## config.mk

```make
export PLATFORM = sky130hd
export DESIGN_NAME = rgb_byte_deserializer_flat
export DESIGN_NICKNAME = d
export VERILOG_FILES = /design/src/rtl/rgb_pkg.sv /design/src/rtl/rgb_byte_deserializer_if.sv /design/src/rtl/rgb_out_reg.sv /design/src/rtl/rgb_byte_deserializer.sv /design/src/flat_wrapper.sv
export SDC_FILE = /design/constraint.sdc
export NUM_CORES = 1
export LEC_CHECK = 0
export BUFFER_PORTS_ARGS = -buffer_cell sky130_fd_sc_hd__buf_2
export CORE_UTILIZATION = 30
export CTS_CLUSTER_DIAMETER = 80
export DETAILED_ROUTE_END_ITERATION = 8
export PLACE_DENSITY = 0.52
export SLEW_MARGIN = 20
export SYNTH_ARGS = -nofsm -noshare
export SYNTH_HDL_FRONTEND = slang
export SYNTH_HIERARCHICAL = 1
export SYNTH_SLANG_ARGS = --single-unit
```

## constraint.sdc

```tcl
create_clock -name clk -period 1.62 [get_ports clk]
set_clock_uncertainty 0.05 [all_clocks]
set_input_delay 0 -clock clk [delete_from_list [all_inputs] [get_ports clk]]
set_output_delay 0 -clock clk [all_outputs]
set_load 0.1 [all_outputs]
```

## src/rtl/rgb_pkg.sv

```systemverilog
// rgb_pkg: shared pixel types and framing constants for the RGB byte link.
package rgb_pkg;
  localparam int PIX_W = 8;
  localparam int PIXEL_BYTES = 3;
  typedef enum logic [1:0] {C0, C1, C2} phase_t;
  localparam phase_t LAST = phase_t'(PIXEL_BYTES - 1);
  typedef struct packed {
    logic [PIX_W-1:0] r;
    logic [PIX_W-1:0] g;
    logic [PIX_W-1:0] b;
  } rgb_t;
endpackage

```

## src/rtl/rgb_byte_deserializer_if.sv

```systemverilog
// rgb_byte_deserializer_if: byte-in / pixel-out handshake bundle.
interface rgb_byte_deserializer_if #(parameter int DATA_WIDTH = 8);
  logic [DATA_WIDTH-1:0] in_data, out_r, out_g, out_b;
  logic in_sop, in_valid, in_ready, out_valid, out_ready, sync_err;
  logic [15:0] pixel_cnt;
  modport master(output in_data, in_sop, in_valid, out_ready,
                 input in_ready, out_r, out_g, out_b, out_valid, sync_err, pixel_cnt);
  modport slave(input in_data, in_sop, in_valid, out_ready,
                output in_ready, out_r, out_g, out_b, out_valid, sync_err, pixel_cnt);
endinterface

```

## src/rtl/rgb_out_reg.sv

```systemverilog
// rgb_out_reg: single-entry valid/ready pipeline register carrying one pixel.
module rgb_out_reg
  import rgb_pkg::*;
(
  input  logic clk,
  input  logic rst,
  input  logic in_valid,
  output logic in_ready,
  input  rgb_t in_pix,
  output logic out_valid,
  input  logic out_ready,
  output rgb_t out_pix
);
  // Accepts a new pixel in the same cycle the held one drains.
  assign in_ready = !out_valid || out_ready;
  always_ff @(posedge clk or posedge rst)
    if (rst) begin
      out_valid <= 1'b0;
      out_pix   <= '0;
    end else begin
      out_valid <= (in_valid && in_ready) || (out_valid && !out_ready);
      if (in_valid && in_ready) out_pix <= in_pix;
    end
endmodule

```

## src/rtl/rgb_byte_deserializer.sv

```systemverilog
// rgb_byte_deserializer: reassembles R,G,B component bytes into composite pixels.
module rgb_byte_deserializer
  import rgb_pkg::*;
#(
  parameter int DATA_WIDTH = PIX_W,
  parameter bit BGR_ORDER  = 1'b0
) (
  input logic clk,
  input logic rst,
  rgb_byte_deserializer_if.slave bus
);
  phase_t phase, phase_nx;
  logic [DATA_WIDTH-1:0] hold0, hold1;
  logic [15:0] cnt;
  logic hs, resync, load, reg_ready, err;
  rgb_t pix_in, pix;
  always_ff @(posedge clk or posedge rst)
    if (rst) phase <= C0;
    else phase <= phase_nx;
  always_comb begin
    hs       = bus.in_valid && bus.in_ready;
    resync   = hs && bus.in_sop && phase != C0;
    load     = hs && phase == LAST && !resync;
    phase_nx = !hs ? phase : resync ? C1 : phase == LAST ? C0 : phase_t'(phase + 2'd1);
  end
  // Only the final byte can stall, and only while the output slot is occupied.
  assign bus.in_ready = phase != LAST || reg_ready;
  always_ff @(posedge clk or posedge rst)
    if (rst) begin
      hold0 <= '0;
      hold1 <= '0;
      err   <= 1'b0;
      cnt   <= '0;
    end else begin
      err <= resync;
      if (hs && (phase == C0 || resync)) hold0 <= bus.in_data;
      if (hs && phase == C1 && !resync) hold1 <= bus.in_data;
      if (bus.out_valid && bus.out_ready) cnt <= cnt + 16'd1;
    end
  assign pix_in = BGR_ORDER ? {bus.in_data, hold1, hold0} : {hold0, hold1, bus.in_data};
  rgb_out_reg u_out (
    .clk(clk),
    .rst(rst),
    .in_valid(load),
    .in_ready(reg_ready),
    .in_pix(pix_in),
    .out_valid(bus.out_valid),
    .out_ready(bus.out_ready),
    .out_pix(pix)
  );
  assign bus.out_r     = pix.r;
  assign bus.out_g     = pix.g;
  assign bus.out_b     = pix.b;
  assign bus.sync_err  = err;
  assign bus.pixel_cnt = cnt;
endmodule

```

## src/flat_wrapper.sv

```systemverilog
// flat-port wrapper written by rule: the top's interface ports become plain ports
module rgb_byte_deserializer_flat import rgb_pkg::*;
#(
  parameter int DATA_WIDTH = PIX_W,
  parameter bit BGR_ORDER  = 1'b0
)
  (clk, rst, bus_in_data, bus_in_sop, bus_in_valid, bus_out_ready, bus_in_ready, bus_out_r, bus_out_g, bus_out_b, bus_out_valid, bus_sync_err, bus_pixel_cnt);
  rgb_byte_deserializer_if #(.DATA_WIDTH(DATA_WIDTH)) bus_i ();
  input logic clk;
  input logic rst;
  input wire logic [$bits(bus_i.in_data)-1:0] bus_in_data;
  input wire logic [$bits(bus_i.in_sop)-1:0] bus_in_sop;
  input wire logic [$bits(bus_i.in_valid)-1:0] bus_in_valid;
  input wire logic [$bits(bus_i.out_ready)-1:0] bus_out_ready;
  output wire logic [$bits(bus_i.in_ready)-1:0] bus_in_ready;
  output wire logic [$bits(bus_i.out_r)-1:0] bus_out_r;
  output wire logic [$bits(bus_i.out_g)-1:0] bus_out_g;
  output wire logic [$bits(bus_i.out_b)-1:0] bus_out_b;
  output wire logic [$bits(bus_i.out_valid)-1:0] bus_out_valid;
  output wire logic [$bits(bus_i.sync_err)-1:0] bus_sync_err;
  output wire logic [$bits(bus_i.pixel_cnt)-1:0] bus_pixel_cnt;
  assign bus_i.in_data = bus_in_data;
  assign bus_i.in_sop = bus_in_sop;
  assign bus_i.in_valid = bus_in_valid;
  assign bus_i.out_ready = bus_out_ready;
  assign bus_in_ready = bus_i.in_ready;
  assign bus_out_r = bus_i.out_r;
  assign bus_out_g = bus_i.out_g;
  assign bus_out_b = bus_i.out_b;
  assign bus_out_valid = bus_i.out_valid;
  assign bus_sync_err = bus_i.sync_err;
  assign bus_pixel_cnt = bus_i.pixel_cnt;
  rgb_byte_deserializer #(.DATA_WIDTH(DATA_WIDTH), .BGR_ORDER(BGR_ORDER)) u_core (.clk(clk), .rst(rst), .bus(bus_i));
endmodule
```

==> reports/qor_table.md, run 1 <==
| Metric | Value | Unit |
|---|---|---|
| Class of the tightest hold or removal check | in2async | - |
| Remaining DRCs | 0 | - |
| Final-report setup violation count | 0 | - |
| Htree depth | 3 | - |
| Count of placed standard cells in the final layout, fillers left out | 352 | - |
| Global-route wire length before repair | 8.197 | mm |
| Proportion of synthesized chip area in sequential cells | 0.6033 | - |
| Total wire length | 4.853 | mm |
| Chip width | 93.08 | um |
| First-pass DRT Iterations | 4 | - |
| Effective utilization at floorplan | 0.3155 | - |
| HPWL after DPL | 3.312 | mm |
| Synth unique cells | 23 | - |
| Area taken by flip-flops and latches | 1551 | um^2 |
| Post-synth EDFFs | 0 | - |
| Sinks on Clock Net | 60 | - |
| Vias in the first global route | 1627 | - |
| Fillcell total | 744 | - |
| Mean number of vias per cell | 4.412 | - |
| Largest net degree at the start of global routing | 26 | - |
| I/O pin count | 56 | - |
| Clock network fraction of total power | 0.198 | - |
| Cells along the critical path | nand2b_4, o21ai_0, o21ai_1, nand2_2, mux2_2 | - |
| Latest clock arrival within the worst-skew pair | 0.33 | ns |
| Post-route standard cell area excluding fillers | 3333 | um^2 |
| Count leader, synth | dfrtp_1 | - |
| GRT Resource Usage Total | 0.1264 | - |
| Number of buffers inserted during clock tree synthesis | 9 | - |
| P per Cell Area | 2008 | nW/um^2 |
| Worst hold slack after final layout | 0.2345 | ns |
| MaxCap Viol Count | 0 | - |
| Crit end category | flop | - |
| Largest voltage drop on the vdd net | 1499 | uV |
| Top cell type's share of synthesized area | 0.6033 | - |
| Most used standard cells in the synthesized netlist | dfrtp_1 (60), mux2_2 (21), mux2_4 (20), nand3_1 (8), xnor2_1 (8) | - |
| Die Footprint | 8664 | um^2 |
| Placement-stage cell area | 3008 | um^2 |
| IO Port Bufs | 55 | - |
| Syn Inst Count | 164 | - |
| Slowest stage cell, crit path | dfrtp_4 | - |
| Max-slew headroom at the worst pin | 0.6641 | - |
| Final Hold Viols | 0 | - |
| Floorplan die height | 93.08 | um |
| Most used flip-flop cell after synthesis | dfrtp_1 | - |
| CTS clk-pin slew, worst paths | 0.07 | ns |
| YS warnings | 6 | - |
| Min Clock Period, post-route | 1.541 | ns |
| Worst path setup slack after routing | 0.07906 | ns |
| Mapped Area | 2489 | um^2 |
| Routed len/inst | 13.79 | um |
| Area delta synth->final | 33.94 | % |
| Portion of total power attributed to sequential cells | 0.323 | - |
| Ratio of cells with drive above 1 in the final layout | 0.5800 | - |
| RSZ-0062 raised after global routing | false | - |
| Top cells by area, synth | dfrtp_1 (60%), mux2_4 (12%), mux2_2 (9.5%), xnor2_1 (2.8%), xor2_1 (2.5%) | - |
| Antenna violations before repair | 0 | - |
| Crit start category | flop | - |
| Total congestion overflow after global routing | 0 | - |
| Number of rows in the core area | 32 | - |
| Via count | 1553 | - |
| Critical-path maximum fanout | 9 | - |
| Overall power after layout | 0.006693 | W |
| Antenna Violating Nets Remaining | 0 | - |
| Max Clk Rate | 649.0 | MHz |
| Reported leakage power | 1.682 | nW |
| Final clock period utilization by the worst path | 0.9512 | - |
| Pre-CTS worst setup slack | 0.06682 | ns |
| Gate power share | 0.479 | - |
| Dpl cells | 324 | - |
| GP Congestion | 0.7214 | - |
| Outcome | finished clean | - |
| Async set-reset flop share out of synthesis | 1.000 | - |
| Cell type contributing the most total cell area after synthesis | dfrtp_1 | - |
| Type of the worst setup path | reg2reg | - |
| Net count after synthesis | 178 | - |
| CTS tree | built | - |
| Actual slew at the worst max-slew pin | 0.5073 | ns |
| Net switching share of the total power | 0.5010 | - |
| Arrival time worst endpoint | 1.70 | ns |
| Int Power | 0.003339 | W |
| Slowest stage delay, CP | 0.45 | ns |
| Iter 0 DRT Violations | 112 | - |
| Final nets | 259 | - |
| Syn Area/Cell | 15.17 | um^2 |
| Number of synthesized register bits | 60 | - |
| Area of the multi-input gates | 967.2 | um^2 |
| Required time worst endpoint | 1.78 | ns |
| Area of the core region | 7888 | um^2 |
| Maximum clock path buffer count | 2 | - |
| Library cell used as clock root buffer | clkbuf_8 | - |
| Number of inserted diodes | 0 | - |
| Worst Reg2Reg Path Length in Cells | 5 | - |
| Switching power summed over all nets | 0.003353 | W |
| Final max-slew violation count | 0 | - |
-- area by class of cell --
class | instances | share of cell area
flip-flops and latches | 60 | 0.4655
multi-input cells | 96 | 0.2902
repair buffers | 72 | 0.1381
clock buffers | 10 | 0.04129
well taps | 102 | 0.03829
clock inverters | 6 | 0.01914
inverters | 6 | 0.007508
-- flip-flops by register name, summed over array words and instances (netlist names) --
register,count
u_core/hold0,8
u_core/u_out/out_pix,24
u_core/u_out/out_valid,1
u_core/hold1,8
u_core/bus.pixel_cnt,16
u_core/bus.sync_err,1
u_core/phase,2
-- layout by cell type, fill, tap and decap left out, drive strengths merged --
master        n
nand2b        1
nor3          2
o21ai         4
nand3         8
nor4b         1
a21o          1
clkinvlp      2
dfrtp        60
and3          3
clkbuf       11
nor2          5
nor4          2
nand2         7
or2b          1
a21oi         1
bufinv        1
clkinv        3
xor2          7
nand4         3
buf          59
inv           6
dlygate4sd3  12
xnor2         8
ha            1
mux2         41
-- worst paths after layout --
check                                         start                        to  slack [ns]
setup / recovery             u_core/u_out/out_valid           u_core/hold0[7]        0.08
hold / removal                                  rst   u_core/bus.pixel_cnt[2]        0.23
setup reg to reg             u_core/u_out/out_valid           u_core/hold0[7]        0.08
hold reg to reg            u_core/bus.pixel_cnt[15]  u_core/bus.pixel_cnt[15]        0.42
max in group asynchronous                       rst    u_core/u_out/out_valid        1.00
min in group clk                     bus_in_data[2]   u_core/u_out/out_pix[2]        0.41
-- metrics by stage --
step,TNS [ns],util
2_1_floorplan,-0.3885,-
3_3_place_gp,0,0.3813
3_5_place_dp,0,0.3813
4_1_cts,0,0.4221
5_1_grt,0,0.4226
6_report,0,0.4226
-- critical path: cells and delay by family, from the launching register on --
family	cells	cell delay (ns)
compound gates	2	0.26
flops	1	0.45
mux	1	0.37
simple gates	2	0.30
-- metal layers --
layer	vias to the layer above	global-route usage	share of wire
li1	729	-	-
met1	767	0.1550	0.46
met2	53	0.1967	0.45
met3	4	0.06504	0.075
met4	0	0.03077	0.0074
met5	-	0	0
-- kinds of logic after synthesis --
family	synth area share
AO/OA/AOI/OAI	0.01357
XOR/XNOR	0.05279
adder cells (fa/ha/maj)	0.005027
buffers and inverters	0.02514
flip-flops	0.6033
multiplexers	0.2157
AND/OR/NAND/NOR	0.08446
-- power by group through the flow --
stage	registers, W	clock network [W]	logic (W)
2_1_floorplan	0.00432	0	0.000570
3_3_place_gp	0.00219	0	0.00317
3_5_place_dp	0.00218	0	0.00320
4_1_cts	0.00217	0.00138	0.00322
5_1_grt	0.00223	0.00145	0.00330
6_report	0.00216	0.00133	0.00320
-- timing repair --
item / in CTS / in global routing
hold buffers: 12 / 0
hold endpoints to repair: 88 / 0
buffers inserted: 0 / 0
gates resized for setup: 0 / 2
endpoints found under the setup margin: 0 / 21
Power figures use the tool's default switching activity.
==> run 2: changes to the inputs <==
==> constraint.sdc (replaced) <==
create_clock -name clk -period 1.77 [get_ports clk]
set_clock_uncertainty 0.05 [all_clocks]
set_input_delay 0 -clock clk [delete_from_list [all_inputs] [get_ports clk]]
set_output_delay 0 -clock clk [all_outputs]
set_load 0.1 [all_outputs]
==> reports/qor_table.md, run 2 (synthesis results as in run 1) <==
| Metric | Value | Unit | Delta |
|---|---|---|---|
| Iter 0 DRT Violations | 101 | - | was 112 |
| Arrival time worst endpoint | 1.77 | ns | was 1.70 ns |
| Required time worst endpoint | 1.93 | ns | was 1.78 ns |
| Area delta synth->final | 30.17 | % | was 33.94% |
| Antenna violations before repair | 0 | - | unchanged |
| Global-route wire length before repair | 7.886 | mm | was 8.197 mm |
| Number of cells upsized or downsized after cts | 0 | - | unchanged |
| First-pass DRT Iterations | 4 | - | unchanged |
| Chip width | 93.08 | um | unchanged |
| Final clock period utilization by the worst path | 0.9113 | - | was 0.9512 |
| Max Clk Rate | 620.0 | MHz | was 649.0 MHz |
| GP Congestion | 0.6991 | - | was 0.7214 |
| HPWL after DPL | 3.173 | mm | was 3.312 mm |
| Die Footprint | 8664 | um^2 | unchanged |
| Area taken by flip-flops and latches | 1536 | um^2 | was 1551 um^2 |
| Fillcell total | 767 | - | was 744 |
| Total congestion overflow after global routing | 0 | - | unchanged |
| Largest net degree at the start of global routing | 26 | - | unchanged |
| Commonest non-fill, non-tap cells in the layout | buf_2 (55), dfrtp_1 (48), mux2_2 (21), mux2_4 (20), dlygate4sd3_1 (12) | - | was buf_2 (54), dfrtp_1 (44), mux2_2 (21), mux2_4 (20) |
| Mean number of vias per cell | 4.334 | - | was 4.412 |
| Finished Core Util | 0.4107 | - | was 0.4226 |
| Number of rows in the core area | 32 | - | unchanged |
| CTS tree | built | - | unchanged |
| Placement-stage cell area | 2957 | um^2 | was 3008 um^2 |
| Vias in the first global route | 1583 | - | was 1627 |
| Max-slew headroom at the worst pin | 0.6073 | - | was 0.6641 |
| Top reg by flops | u_core/u_out/out_pix | - | unchanged |
| Crit start category | flop | - | unchanged |
| Total negative setup slack | 0 | ns | unchanged |
| Reported leakage power | 1.647 | nW | was 1.682 nW |
| Min Clock Period, post-route | 1.613 | ns | was 1.541 ns |
| Routed len/inst | 13.38 | um | was 13.79 um |
| Largest voltage drop on the vdd net | 1121 | uV | was 1499 uV |
| Area of the multi-input gates | 924.6 | um^2 | was 967.2 um^2 |
| Hold Buf Count CTS | 12 | - | unchanged |
| Ratio of cells with drive above 1 in the final layout | 0.5299 | - | was 0.5800 |
| Htree depth | 3 | - | unchanged |
| Critical-path maximum fanout | 24 | - | was 9 |
| MaxCap Viol Count | 0 | - | unchanged |
| GRT Resource Usage Total | 0.1226 | - | was 0.1264 |
| Total wire length | 4.723 | mm | was 4.853 mm |
| Max reg flops | 24 | - | unchanged |
| Outcome | finished clean | - | unchanged |
| Effective utilization at floorplan | 0.3155 | - | unchanged |
| IO Port Bufs | 55 | - | unchanged |
| Latest clock arrival within the worst-skew pair | 0.33 | ns | about the same |
| Number of inserted diodes | 0 | - | unchanged |
| Post-route standard cell area excluding fillers | 3239 | um^2 | was 3333 um^2 |
| Via count | 1530 | - | was 1553 |
| Setup Buffers After CTS | 0 | - | unchanged |
| Class of the tightest hold or removal check | in2reg | - | was in2async |
| Actual slew at the worst max-slew pin | 0.5884 | ns | was 0.5073 ns |
| Floorplan die height | 93.08 | um | unchanged |
| CTS clk-pin slew, worst paths | 0.06 | ns | was 0.07 ns |
| Type of the worst setup path | reg2reg | - | unchanged |
| Area of the core region | 7888 | um^2 | unchanged |
| Sinks on Clock Net | 60 | - | unchanged |
| Final nets | 260 | - | was 259 |
| I/O pin count | 56 | - | unchanged |
| Final max-slew violation count | 0 | - | unchanged |
| Crit end category | flop | - | unchanged |
| Number of buffers inserted during clock tree synthesis | 9 | - | unchanged |
| Remaining DRCs | 0 | - | unchanged |
| Final Hold Viols | 0 | - | unchanged |
| Antenna Violating Nets Remaining | 0 | - | unchanged |
| Final-report setup violation count | 0 | - | unchanged |
| Maximum clock path buffer count | 2 | - | unchanged |
| Commonest non-fill, non-tap cell in the layout | buf_2 | - | unchanged |
| RSZ-0062 raised after global routing | false | - | unchanged |
| Library cell used as clock root buffer | clkbuf_8 | - | unchanged |
| P per Cell Area | 1834 | nW/um^2 | was 2008 nW/um^2 |
run 2: worst paths after layout:
| path | startpoint | endpoint | slack [ns] | cells past startpoint |
|---|---|---|---|---|
| min in group asynchronous | rst | u_core/u_out/out_pix[17] | 0.23 | 4 |
| worst min register to register | u_core/bus.pixel_cnt[15] | u_core/bus.pixel_cnt[15] | 0.41 | 1 |
| worst max-delay path | u_core/u_out/out_valid | u_core/u_out/out_pix[7] | 0.16 | 6 |
| worst max register to register | u_core/u_out/out_valid | u_core/u_out/out_pix[7] | 0.16 | 6 |
| max in group asynchronous | rst | u_core/bus.sync_err | 0.91 | 4 |
| worst min-delay path | bus_in_sop | u_core/u_out/out_valid | 0.21 | 5 |
run 2: critical path, stage by stage, from the launching register on:
cell and delay (ns):
dfrtp_4 0.50, nand2b_4 0.11, inv_1 0.06, nor2_1 0.20
nand2_4 0.07, buf_12 0.18, mux2_4 0.30
run 2: through the flow:
stage | worst slack [ns] | cells | power (W) | hold WS [ns]
after detailed placement | 0.1612 | 325 | 0.004915 | 0.05241
after CTS | 0.1476 | 353 | 0.006018 | 0.1917
after global routing | 0.06365 | 353 | 0.006199 | 0.2113
after global placement | 0.1878 | 325 | 0.004906 | 0.04388
after floorplan | 0.01641 | 164 | 0.004469 | -0.02266
final | 0.1571 | 353 | 0.005942 | 0.2072
run 2: cell type report:
cell class	count	area share
clock inverter	2	0.003090
clock buffer	14	0.04712
tap	102	0.03940
sequential	60	0.4743
inverter	6	0.006952
timing repair buffer	73	0.1437
multi-input combinational	96	0.2854
run 2: per-layer routing:
layer,part of all wire,GRT usage,vias to the layer above
li1,-,-,729
met1,0.49,0.1560,745
met2,0.43,0.1820,50
met3,0.065,0.06504,6
met4,0.011,0.03077,0
met5,0,0,-
run 2: power by group:
group          internal (W)  switching [W]  leakage, nW
Combinational      0.000616        0.00230        0.821
Sequential          0.00176       0.000226        0.741
Clock              0.000544       0.000504       0.0844
==> run 3: changes to the inputs <==
--- a/config.mk
+++ b/config.mk
@@ -9,7 +9,8 @@
 export CORE_UTILIZATION = 30
 export CTS_CLUSTER_DIAMETER = 80
 export DETAILED_ROUTE_END_ITERATION = 8
-export PLACE_DENSITY = 0.52
+export PLACE_DENSITY = 0.45
+export SETUP_SLACK_MARGIN = 0.05
 export SLEW_MARGIN = 20
 export SYNTH_ARGS = -nofsm -noshare
 export SYNTH_HDL_FRONTEND = slang
==> reports/qor_table.md, run 3 (synthesis results as in run 1) <==
| Metric | Value | Unit | Delta |
|---|---|---|---|
| Area of the core region | 7888 | um^2 | unchanged |
| Slowest stage delay, CP | 0.50 | ns | about the same |
| Number of buffers inserted during clock tree synthesis | 9 | - | unchanged |
| Switching power summed over all nets | 0.003057 | W | was 0.003026 W |
| Crit start category | flop | - | unchanged |
| Arrival time worst endpoint | 1.84 | ns | was 1.77 ns |
| Class of the tightest hold or removal check | in2async | - | was in2reg |
| Critical-path maximum fanout | 12 | - | was 24 |
| Final Hold Viols | 0 | - | unchanged |
| Total met3 wirelength after detailed routing | 281 | um | was 307 um |
| Via count | 1533 | - | was 1530 |
| MaxCap Viol Count | 0 | - | unchanged |
| Routed len/inst | 14.06 | um | was 13.38 um |
| Net switching share of the total power | 0.5127 | - | was 0.5093 |
| Antenna violations before repair | 0 | - | unchanged |
| Reported leakage power | 1.646 | nW | was 1.647 nW |
| Chip width | 93.08 | um | unchanged |
| Int Power | 0.002906 | W | was 0.002916 W |
| CTS tree | built | - | unchanged |
| Die Footprint | 8664 | um^2 | unchanged |
| Final clock period utilization by the worst path | 0.9454 | - | was 0.9113 |
| First-pass DRT Iterations | 4 | - | unchanged |
| Crit end category | flop | - | unchanged |
| Max Clk Rate | 597.6 | MHz | was 620.0 MHz |
| Highest metal used | met4 | - | unchanged |
| Latest clock arrival within the worst-skew pair | 0.33 | ns | about the same |
| Maximum clock path buffer count | 2 | - | unchanged |
| Commonest non-fill, non-tap cell in the layout | buf_2 | - | unchanged |
| Total negative setup slack | 0 | ns | unchanged |
| Htree depth | 3 | - | unchanged |
| Type of the worst setup path | reg2reg | - | unchanged |
| Library cell used as clock root buffer | clkbuf_8 | - | unchanged |
| Remaining DRCs | 0 | - | unchanged |
| Effective utilization at floorplan | 0.3155 | - | unchanged |
| IO Port Bufs | 55 | - | unchanged |
| Min Clock Period, post-route | 1.673 | ns | was 1.613 ns |
| Total congestion overflow after global routing | 0 | - | unchanged |
| Max reg flops | 24 | - | unchanged |
| Antenna Violating Nets Remaining | 0 | - | unchanged |
| Mean number of vias per cell | 4.331 | - | was 4.334 |
| Overall power after layout | 0.005963 | W | was 0.005942 W |
| Actual slew at the worst max-slew pin | 0.5014 | ns | was 0.5884 ns |
| Routed length on met2 | 2.295 | mm | was 2.049 mm |
| Number of inserted diodes | 0 | - | unchanged |
| M1 WL | 2.364 | mm | was 2.312 mm |
| Ratio of cells with drive above 1 in the final layout | 0.5476 | - | was 0.5299 |
| Largest voltage drop on the vdd net | 1548 | uV | was 1121 uV |
| GRT Resource Usage Total | 0.1221 | - | was 0.1226 |
| Final max-slew violation count | 0 | - | unchanged |
| Sinks on Clock Net | 60 | - | unchanged |
| P per Cell Area | 1831 | nW/um^2 | was 1834 nW/um^2 |
| Slowest stage cell, crit path | dfrtp_4 | - | unchanged |
| Required time worst endpoint | 1.93 | ns | about the same |
| Area delta synth->final | 30.87 | % | was 30.17% |
| Global-route wire length before repair | 7.769 | mm | was 7.886 mm |
| Floorplan die height | 93.08 | um | unchanged |
| Final nets | 261 | - | was 260 |
| CTS clk-pin slew, worst paths | 0.07 | ns | was 0.06 ns |
| Top reg by flops | u_core/u_out/out_pix | - | unchanged |
| Portion of total power attributed to sequential cells | 0.333 | - | about the same |
| Max-slew headroom at the worst pin | 0.6680 | - | was 0.6073 |
| HPWL after DPL | 3.225 | mm | was 3.173 mm |
| I/O pin count | 56 | - | unchanged |
| Iter 0 DRT Violations | 43 | - | was 101 |
| Cells along the critical path | nand2b_4, inv_1, nor2_4, nand2_8, mux2_4 | - | was nand2b_4, inv_1, nor2_1, nand2_4, buf_12, mux2_4 |
| GP Congestion | 0.7641 | - | was 0.6991 |
| Total wire length | 4.977 | mm | was 4.723 mm |
| Number of rows in the core area | 32 | - | unchanged |
| Commonest non-fill, non-tap cells in the layout | buf_2 (55), dfrtp_1 (48), mux2_2 (21), mux2_4 (20), dlygate4sd3_1 (12) | - | unchanged |
| Gate power share | 0.489 | - | was 0.490 |
| Final-report setup violation count | 0 | - | unchanged |
| Largest net degree at the start of global routing | 25 | - | was 26 |
| Outcome | finished clean | - | unchanged |
| Clock network fraction of total power | 0.178 | - | was 0.176 |
| Vias in the first global route | 1545 | - | was 1583 |
| RSZ-0062 raised after global routing | true | - | was false |
run 3: worst max-delay path, delay by kind of cell (launching register included):
kind	cells	cell delay, ns
AND/OR/NAND/NOR	3	0.58
flip-flops	1	0.50
multiplexers	1	0.32
buffers and inverters	1	0.09
run 3: per-stage QoR:
| step | hold WS (ns) | setup slack [ns] | instance area (um^2) | cells | util |
|---|---|---|---|---|---|
| 3_3_place_gp | -0.08682 | 0.1126 | 2927 | 324 | 0.3710 |
| 2_1_floorplan | -0.02266 | 0.04064 | 2526 | 164 | - |
| 4_1_cts | 0.1193 | 0.07179 | 3216 | 352 | 0.4077 |
| 6_report | 0.1166 | 0.09671 | 3257 | 354 | 0.4129 |
| 5_1_grt | 0.1325 | 0.02855 | 3257 | 354 | 0.4129 |
| 3_5_place_dp | -0.08695 | 0.07299 | 2927 | 324 | 0.3710 |
run 3: power by group through the flow:
stage	Combinational, W	Clock (W)	Sequential [W]
final	0.00292	0.00106	0.00198
after global routing	0.00300	0.00116	0.00203
after CTS	0.00292	0.00111	0.00199
after detailed placement	0.00291	0	0.00200
after global placement	0.00289	0	0.00201
after floorplan	0.000519	0	0.00395
run 3: area by class of cell:
cell class | count | area, um^2
multi-input combinational | 97 | 960.9
sequential | 60 | 1536
clock inverter | 5 | 27.53
tap | 102 | 127.6
clock buffer | 11 | 141.4
timing repair buffer | 73 | 440.4
fill | 744 | 4631
inverter | 6 | 22.52
run 3: worst paths after layout:
check                                               from                  endpoint  slack [ns]  cells past startpoint
worst max-delay path              u_core/u_out/out_valid  u_core/u_out/out_pix[23]         0.1                      5
worst min-delay path                                 rst  u_core/u_out/out_pix[22]        0.12                      3
worst max register to register    u_core/u_out/out_valid  u_core/u_out/out_pix[23]         0.1                      5
worst min register to register  u_core/bus.pixel_cnt[15]  u_core/bus.pixel_cnt[15]        0.41                      1
max in group asynchronous                            rst  u_core/u_out/out_pix[14]        0.99                      4
min in group clk                          bus_in_data[3]   u_core/u_out/out_pix[3]        0.41                      3
run 3: layer usage:
layer,vias up,track usage
li1,741,-
met1,742,0.1531
met2,46,0.1863
met3,4,0.05935
met4,0,0.03462
met5,-,0
run 3: what timing repair did:
action                                 in CTS  in global routing
gates resized for setup                     0                  3
setup endpoints to repair                   0                 24
endpoints found under the hold margin      88                  0
hold buffers                               12                  0
buffers inserted                            0                  1
